### config.mk
export PLATFORM = sky130hd
export DESIGN_NAME = muldiv_unit
export DESIGN_NICKNAME = d
export VERILOG_FILES = /design/src/rtl/muldiv_unit.sv
export SDC_FILE = /design/constraint.sdc
export NUM_CORES = 1
export LEC_CHECK = 0
export CAP_MARGIN = 20
export CORE_ASPECT_RATIO = 1.75
export CORE_MARGIN = 1
export CORE_UTILIZATION = 55
export DETAILED_ROUTE_END_ITERATION = 10
export GPL_TIMING_DRIVEN = 1
export PLACE_DENSITY = 0.78
export SYNTH_ARGS = -nofsm -noshare
export SYNTH_HDL_FRONTEND = slang
export SYNTH_SLANG_ARGS = --single-unit
### constraint.sdc
create_clock -name clk_i -period 4.89 [get_ports clk_i]
set_input_delay 0.489 -clock clk_i [delete_from_list [all_inputs] [get_ports clk_i]]
set_output_delay 0.489 -clock clk_i [all_outputs]
set_load 0.005 [all_outputs]
### src/rtl/muldiv_unit.sv
// muldiv_unit: iterative RV32M multiply/divide unit, shift-add multiply and restoring divide on operand magnitudes.
module muldiv_unit #(
    parameter int nb_bits = 32
) (
    input  logic               clk_i,
    input  logic               rst_i,
    input  logic               start_i,
    input  logic [2:0]         funct3_i,
    input  logic [nb_bits-1:0] rs1_data_i,
    input  logic [nb_bits-1:0] rs2_data_i,
    input  logic [4:0]         rd_add_i,
    output logic               busy_o,
    output logic               done_o,
    output logic [nb_bits-1:0] result_o,
    output logic [4:0]         rd_add_o
);
    localparam int cw = $clog2(nb_bits + 1);
    localparam logic [nb_bits-1:0] min_neg = {1'b1, {(nb_bits-1){1'b0}}};
    typedef enum logic [1:0] {IDLE, CALC, DONE} state_t;
    state_t state, state_nx;
    logic [2:0] op;
    logic [nb_bits-1:0] hi, lo, b, nh, nl, a_mag, b_mag, sp_res, quo, rem, res;
    logic [4:0] rd_q;
    logic [cw-1:0] cnt;
    logic neg_a, neg_b, a_sg, b_sg, na, nb, b_zero, ovf, special, ge;
    logic [nb_bits:0] sum, trial;
    logic [2*nb_bits-1:0] prod, prod_s;
    always_comb begin
        a_sg = ~(funct3_i[0] & (funct3_i[1] | funct3_i[2]));
        b_sg = funct3_i[2] ? ~funct3_i[0] : ~funct3_i[1];
        na = a_sg & rs1_data_i[nb_bits-1];
        nb = b_sg & rs2_data_i[nb_bits-1];
        a_mag = na ? -rs1_data_i : rs1_data_i;
        b_mag = nb ? -rs2_data_i : rs2_data_i;
        b_zero = rs2_data_i == '0;
        ovf = ~funct3_i[0] & (rs1_data_i == min_neg) & (&rs2_data_i);
        special = funct3_i[2] & (b_zero | ovf);
        sp_res = funct3_i[1] ? (b_zero ? rs1_data_i : '0) : (b_zero ? '1 : min_neg);
    end
    // hi:lo holds partial product (multiply) or remainder:dividend (divide)
    always_comb begin
        sum = {1'b0, hi} + (lo[0] ? {1'b0, b} : '0);
        trial = {hi, lo[nb_bits-1]};
        ge = trial >= {1'b0, b};
        nh = op[2] ? (ge ? trial[nb_bits-1:0] - b : trial[nb_bits-1:0]) : sum[nb_bits:1];
        nl = op[2] ? {lo[nb_bits-2:0], ge} : {sum[0], lo[nb_bits-1:1]};
        prod = {nh, nl};
        prod_s = (neg_a ^ neg_b) ? -prod : prod;
        quo = (neg_a ^ neg_b) ? -nl : nl;
        rem = neg_a ? -nh : nh;
        res = op[2] ? (op[1] ? rem : quo)
                    : (op[1:0] == 2'b00 ? prod_s[nb_bits-1:0] : prod_s[2*nb_bits-1:nb_bits]);
    end
    always_ff @(posedge clk_i) begin
        state <= rst_i ? IDLE : state_nx;
    end
    always_comb begin
        state_nx = state == IDLE ? (start_i ? (special ? DONE : CALC) : IDLE)
                 : state == CALC ? (cnt == cw'(1) ? DONE : CALC) : IDLE;
        busy_o = state != IDLE;
        done_o = state == DONE;
    end
    always_ff @(posedge clk_i) begin
        if (rst_i) begin
            cnt <= '0;
            result_o <= '0;
            rd_add_o <= '0;
        end else if (state == IDLE && start_i) begin
            op <= funct3_i;
            hi <= '0;
            lo <= a_mag;
            b <= b_mag;
            neg_a <= na;
            neg_b <= nb;
            rd_q <= rd_add_i;
            cnt <= special ? '0 : cw'(nb_bits);
            if (special) begin
                result_o <= sp_res;
                rd_add_o <= rd_add_i;
            end
        end else if (state == CALC) begin
            hi <= nh;
            lo <= nl;
            cnt <= cnt - cw'(1);
            if (cnt == cw'(1)) begin
                result_o <= res;
                rd_add_o <= rd_q;
            end
        end
    end
endmodule

; ---- Word-level counts from Yosys, hierarchy flattened
; Cells that the tools add are included.
[op_classes]
addsub = 8
order_cmp = 1
eq_ne = 5
n_mux = 35
bitwise = 13
n_reduce_logical = 11
[op_table]
columns = cell, n
row1 = $mux W32, 20
row2 = $neg A32 Y32, 4
row3 = $mux W64, 1
row4 = $neg A64 Y64, 1
row5 = $add A32 B32 Y33, 1
row6 = $ge A33 B32 Y1, 1
row7 = $eq A32 B32 Y1 const B, 1
row8 = $logic_not A32 Y1, 1
row9 = $reduce_and A32 Y1, 1
row10 = $sub A32 B32 Y32, 1
row11 = $mux W31, 1
row12 = $mux W5, 4
row13 = $mux W6, 3
row14 = $mux W2, 5
row15 = $and A1 B1 Y1, 6
row16 = $eq A6 B1 Y1 const B, 1
row17 = $reduce_bool A2 Y1, 3
row18 = $sub A6 B1 Y6 const B, 1
row19 = $logic_not A2 Y1, 2
row20 = $not A1 Y1, 4
row21 = $reduce_and A2 Y1, 2
row22 = $reduce_and A3 Y1, 1
row23 = $eq A2 B1 Y1 const B, 1
row24 = $eq A2 B2 Y1 const B, 1
row25 = 5 further kinds, 6
[totals]
register_bits = 151
input_bits = 75
output_inout_bits = 39
wordCells = 84

; ---- Logic depth before layout (Yosys ltp)
; Gate-level depths: netlist of the first run.
[depth]
word_depth = 10
ltp_mapped = 25
ltp_nobuf = 21

; ---- Worst setup path after synthesis of the first run
; No wires, ideal clock.
[synth_path]
kind = register -> register
from = reg op[2]
to = reg result_o[30]
setup_time_ps = 132
arrival_time_ps = 4502
required_time_ps = 4758
path_slack_ps = 256
stages_incl_launch_ff = 22
path_buffers = 9
synth_period_minus_slack_ps = 4634
cell_sequence = edfxtp_1 buf_2 buf_2 buf_2 clkbuf_1 buf_2 buf_2 buf_1 buf_2 clkbuf_1 o21ai_0 ha_1 nand4_1 nor2_1 and3_1 nand2_1 nor3_1 nand4_1 o41ai_2 xor2_1 a2111oi_0 o211ai_1
[synth_via]
elab_chain_len = 8
elab_cells_between_ends = 14
cone_classes = add/sub (3) / mux (11)
[synth_lines]
columns = item, line
row1 = "start, declared", 21  ; logic [2:0] op;
row2 = "start signal, assigned", 69  ; op <= funct3_i;
row3 = "$mux W32, on equally long branches", "46, 45"
row4 = "$neg A64 Y64, or another cell as far along", 48  ; prod_s = (neg_a ^ neg_b) ? -prod : prod;
row5 = "$mux W64, or another cell as far along", 48
row6 = "$mux W32, on equally long branches", "52, 51"
row7 = $mux W32 (*), 51  ; res = op[2] ? (op[1] ? rem : quo)
row8 = $mux W32 (*), 85  ; if (cnt == cw'(1)) begin
row9 = $mux W32 (*), 81  ; end else if (state == CALC) begin
row10 = $mux W32 (*), 68  ; end else if (state == IDLE && start_i) begin
row11 = "end signal, assigned", 78  ; result_o <= sp_res;
row12 = "end signal, assigned", 86  ; result_o <= res;
row13 = "end, declared", 14  ; output logic [nb_bits-1:0] result_o,
; Every way passes the cells marked *; elsewhere a longest branch is shown, timed or not. The select of a mux whose other input is x is not followed.
; A chain may end at the register's enable or synchronous reset.

; ---- Final worst setup path of the first run
[layout_path]
from = reg b[16]
to = reg result_o[14]
[layout_via]
elab_chain_len = 10
elab_cells_between_ends = 16
cone_classes = add/sub (3) / order compare (1) / mux (12)
[layout_lines]
columns = item, line
row1 = "start, declared", 22  ; logic [nb_bits-1:0] hi, lo, b, nh, nl, a_mag, b_mag, sp_res, quo, rem, res;
row2 = "start signal, assigned", 72  ; b <= b_mag;
row3 = $ge A33 B32 Y1 (*), 44  ; ge = trial >= {1'b0, b};
row4 = $mux W32 (2 in a row), 45  ; nh = op[2] ? (ge ? trial[nb_bits-1:0] - b : trial[nb_bits-1:0]) : sum[nb_bits:1];
row5 = $neg A64 Y64 / $neg A32 Y32 (equally long branches), "48, 50"
row6 = $mux W64 / $mux W32 (equally long branches), "48, 50"
row7 = "$mux W32, on equally long branches", "52, 51"
row8 = $mux W32 (*), 51
row9 = $mux W32 (*), 85
row10 = $mux W32 (*), 81
row11 = $mux W32 (*), 68
; Marked as above.

==> results.sh, run 1 <==
export IMPL_status="completed"
export IMPL_dpl_cell_area_um2=18500
export IMPL_post_synth_cell_area_avg_um2=7.89
export IMPL_layout_common_cells="nor2_1 (238), buf_4 (235), a21oi_1 (190), nand2_1 (178), o21ai_0 (133)"
export IMPL_cts_buffer_depth=2
export IMPL_critPathKind="register to register"
export IMPL_globalplace_congestion=1.06
export IMPL_ff_latch_area_um2=4080
export IMPL_setup_viol=0
export IMPL_detail_route_first_pass_iterations=6
export IMPL_via_count=17600
export IMPL_drv_slew=0
export IMPL_worst_clock_skew_ns=0.00676
export IMPL_leakage_component_of_the_power_nw=7.48
export IMPL_cts_num_sinks=151
export IMPL_clock_root_buffer="clkbuf_16"
export IMPL_cp_num_buf_inv=5
export IMPL_ios=114
export IMPL_core_area_um2=28000
export IMPL_drt_wl_total_um=66600
export IMPL_power_switching_mw=2.37
export IMPL_first_pass_grt_wire_length_um=99800
export IMPL_maximum_net_fanout_on_the_critical_path=19
export IMPL_placement_io_buffers=113
export IMPL_slowest_stage="or4_4"
export IMPL_hp_class="register to register"
export IMPL_rr_startpoint="b[16]"
export IMPL_worst_ep_arrival_time_ns=5.20
export IMPL_power_frac_seq=0.278
export IMPL_irDropWorstVdd_uv=249
export IMPL_largest_net_degree_at_the_start_of_global_routing=65
export IMPL_critical_path_top_cell_by_count="buf_4"
export IMPL_power_per_cell_area_nw_per_um2=292
export IMPL_ys_async_sr_fraction=0
export IMPL_wl_per_cell_um=25.3
export IMPL_finalHoldViolations=0
export IMPL_switching_share=0.417
export IMPL_layout_min_cycle_time_ns=4.81
export IMPL_critical_path_endpoint_type="register"
export IMPL_crit_path_start="b[16]"
export IMPL_cpPeakStageDelay_ns=0.53
export IMPL_pwr_share_clk=0.240
export IMPL_grt_overflow_total=0
export IMPL_horizontal_die_dimension_um=129
export IMPL_postSynthRegisterBits=151
export IMPL_number_of_hold_buffers_added_after_cts=0
export IMPL_timing_final_crit_share=0.983
export IMPL_area_occupied_by_multi_input_gates_um2=11100
export IMPL_fillerInstances=2386
export IMPL_layout_nets=2394
export IMPL_hpwlAfterDp_um=51100
export IMPL_yosys_most_used_dff="edfxtp_1"
export IMPL_route_detailed_drc=0
export IMPL_drv_cap=0
export IMPL_slew_headroom=0.196
export IMPL_timing_rr_end="result_o[14]"
export IMPL_drtIter0Drc=1847
export IMPL_layout_commonest_cell="nor2_1"
export IMPL_cell_class_contributing_the_biggest_share_of_worst_path_delay="simple AND/OR/NAND/NOR gates"
export IMPL_die_h_um=225
export IMPL_syn_num_nets=2126
export IMPL_setup_crit_end="result_o[14]"
export IMPL_rows=81
export IMPL_ff2ff_setup_slack_ns=0.08
export IMPL_grt_antenna_before_repair=2
export IMPL_post_drt_via_cell_ratio=6.69
export IMPL_synth_seq_area_share=0.262
export IMPL_starting_density_of_the_core=0.558
export IMPL_worst_path_stages=21
export IMPL_synth_cell_area_um2=15600
export IMPL_timing_critical_path_cells="inv_1 > ha_1 > nand4_1 > or4_4 > a21oi_4 > o31a_1 > nor2_4 > buf_6 > a311oi_4 > ha_2 > and3_1 > nand2_1 > nor3_2 > nand4_1 > buf_4 > buf_4 > buf_4 > a21o_1 > a311oi_2 > nor4b_1 > nor3_1"
export IMPL_ys_warnings_count=0
export IMPL_cp_start_kind="register"
export IMPL_internal_power_mw=3.31
export IMPL_tritoncts="built"
export IMPL_clkSlewWorstSetupHoldPaths_ns=0.07
export IMPL_design_die_area_um2=29100
export IMPL_netlist_instances=1978
export IMPL_power_combinational_fraction=0.482
export IMPL_antenna_violating_nets_post_route=0
export IMPL_syn_to_final_growth_pct=24.4
export IMPL_cts_max_level=4
export IMPL_worst_pin_slew_ns=1.20
export IMPL_fin_setup_tns_ns=0
export IMPL_synth_edff_count=106
export IMPL_achievable_frequency_ghz=0.208
export IMPL_layout_cell_area_non_filler_um2=19400
export IMPL_yosysUniqueCellTypes=107
export IMPL_clk_latency_ns=0.47
export IMPL_grt_total_usage=0.470
export IMPL_timing_critical_path_required_ns=5.28
export IMPL_cts_made_buffers=17
export IMPL_drive_above_1_share=0.173
export IMPL_first_global_vias=17200
export IMPL_reg2reg_depth=21
state kept, by name, indices dropped and copies added, names as in the netlist:
| signal | cells |
|---|---|
| hi | 32 |
| rd_q | 5 |
| neg_b | 1 |
| lo | 32 |
| op | 3 |
| cnt | 6 |
| rd_add_o | 5 |
| state | 2 |
| b | 32 |
| result_o | 32 |
| neg_a | 1 |
cell usage after synthesis, drive strengths merged, types with 35 or more instances:
cell type | count | area share
nor3 | 53 | 0.017
xnor2 | 97 | 0.054
a31oi | 35 | 0.017
buf | 38 | 0.014
mux2i | 48 | 0.031
nor2 | 244 | 0.059
a21oi | 198 | 0.065
edfxtp | 106 | 0.20
clkbuf | 64 | 0.015
xor2 | 78 | 0.044
nand3 | 40 | 0.013
o21ai | 147 | 0.047
nand2 | 180 | 0.044
inv | 79 | 0.019
dfxtp | 45 | 0.058
ha | 71 | 0.057
per-stage QoR:
step / utilization / setup slack (ns) / hold WS, ns / instances / total power, mW
floorplan: - / 0.256 / 0.435 / 1978 / 3.14
global placement: 0.662 / -0.0756 / 0.445 / 2588 / 4.11
detailed placement: 0.662 / -0.0509 / 0.435 / 2588 / 4.14
CTS: 0.683 / 0.0548 / 0.444 / 2620 / 5.49
global route: 0.694 / -0.0638 / 0.467 / 2633 / 5.90
finish: 0.694 / 0.0824 / 0.442 / 2633 / 5.68
power groups by stage:
stage	Sequential (mW)	Clock [mW]	Combinational [mW]
floorplan	1.58	0	1.56
global placement	1.60	0	2.51
detailed placement	1.60	0	2.54
CTS	1.57	1.35	2.56
global route	1.59	1.40	2.91
finish	1.58	1.36	2.74
layer usage:
metal,GRT usage,wire [um]
met1,0.467,22100
met2,0.766,31700
met3,0.120,4920
met4,0.493,7870
met5,0,9
worst min-delay path, cell delays in order (launching register included):
cell     delay (ns)
dfxtp_1        0.31
nand2_1        0.05
nand2_1        0.04
layout make-up:
type / count / share of cell area
multi-input combinational: 1645 / 0.569
sequential: 151 / 0.210
timing repair buffer: 351 / 0.151
tap: 373 / 0.0240
clock buffer: 19 / 0.0229
inverter: 80 / 0.0157
clock inverter: 13 / 0.00664
antenna: 1 / 0.000129
worst min-delay path by stage:
stage                startpoint           to  slack [ns]  cells past startpoint
floorplan           result_o[9]  result_o[9]        0.43                      2
global placement    result_o[9]  result_o[9]        0.44                      2
detailed placement  result_o[9]  result_o[9]        0.44                      2
CTS                 result_o[9]  result_o[9]        0.44                      2
global route        result_o[9]  result_o[9]        0.47                      2
finish              result_o[9]  result_o[9]        0.44                      2
what timing repair did:
action,4_1_cts,5_1_grt
setup buffers,0,12
endpoints found under the setup margin,0,22
resized for setup,0,53
kinds of logic after synthesis:
kind of cell / count (synthesis) / synth area share
AO/OA/AOI/OAI: 638 / 0.275
XOR/XNOR: 175 / 0.0982
adder cells (fa/ha/maj): 73 / 0.0595
buffers and inverters: 182 / 0.0482
flip-flops: 151 / 0.262
multiplexers: 58 / 0.0382
AND/OR/NAND/NOR: 701 / 0.219
Power figures use the tool's default switching activity.
==> run 2: changes to the inputs <==
--- a/config.mk
+++ b/config.mk
@@ -5,13 +5,14 @@
 export SDC_FILE = /design/constraint.sdc
 export NUM_CORES = 1
 export LEC_CHECK = 0
-export CAP_MARGIN = 20
+export CAP_MARGIN = 15
 export CORE_ASPECT_RATIO = 1.75
 export CORE_MARGIN = 1
 export CORE_UTILIZATION = 55
 export DETAILED_ROUTE_END_ITERATION = 10
 export GPL_TIMING_DRIVEN = 1
 export PLACE_DENSITY = 0.78
+export SKIP_LAST_GASP = 1
 export SYNTH_ARGS = -nofsm -noshare
 export SYNTH_HDL_FRONTEND = slang
 export SYNTH_SLANG_ARGS = --single-unit
==> results of run 2 <==
Final layout, timing and power as in run 1 (identical DEF).
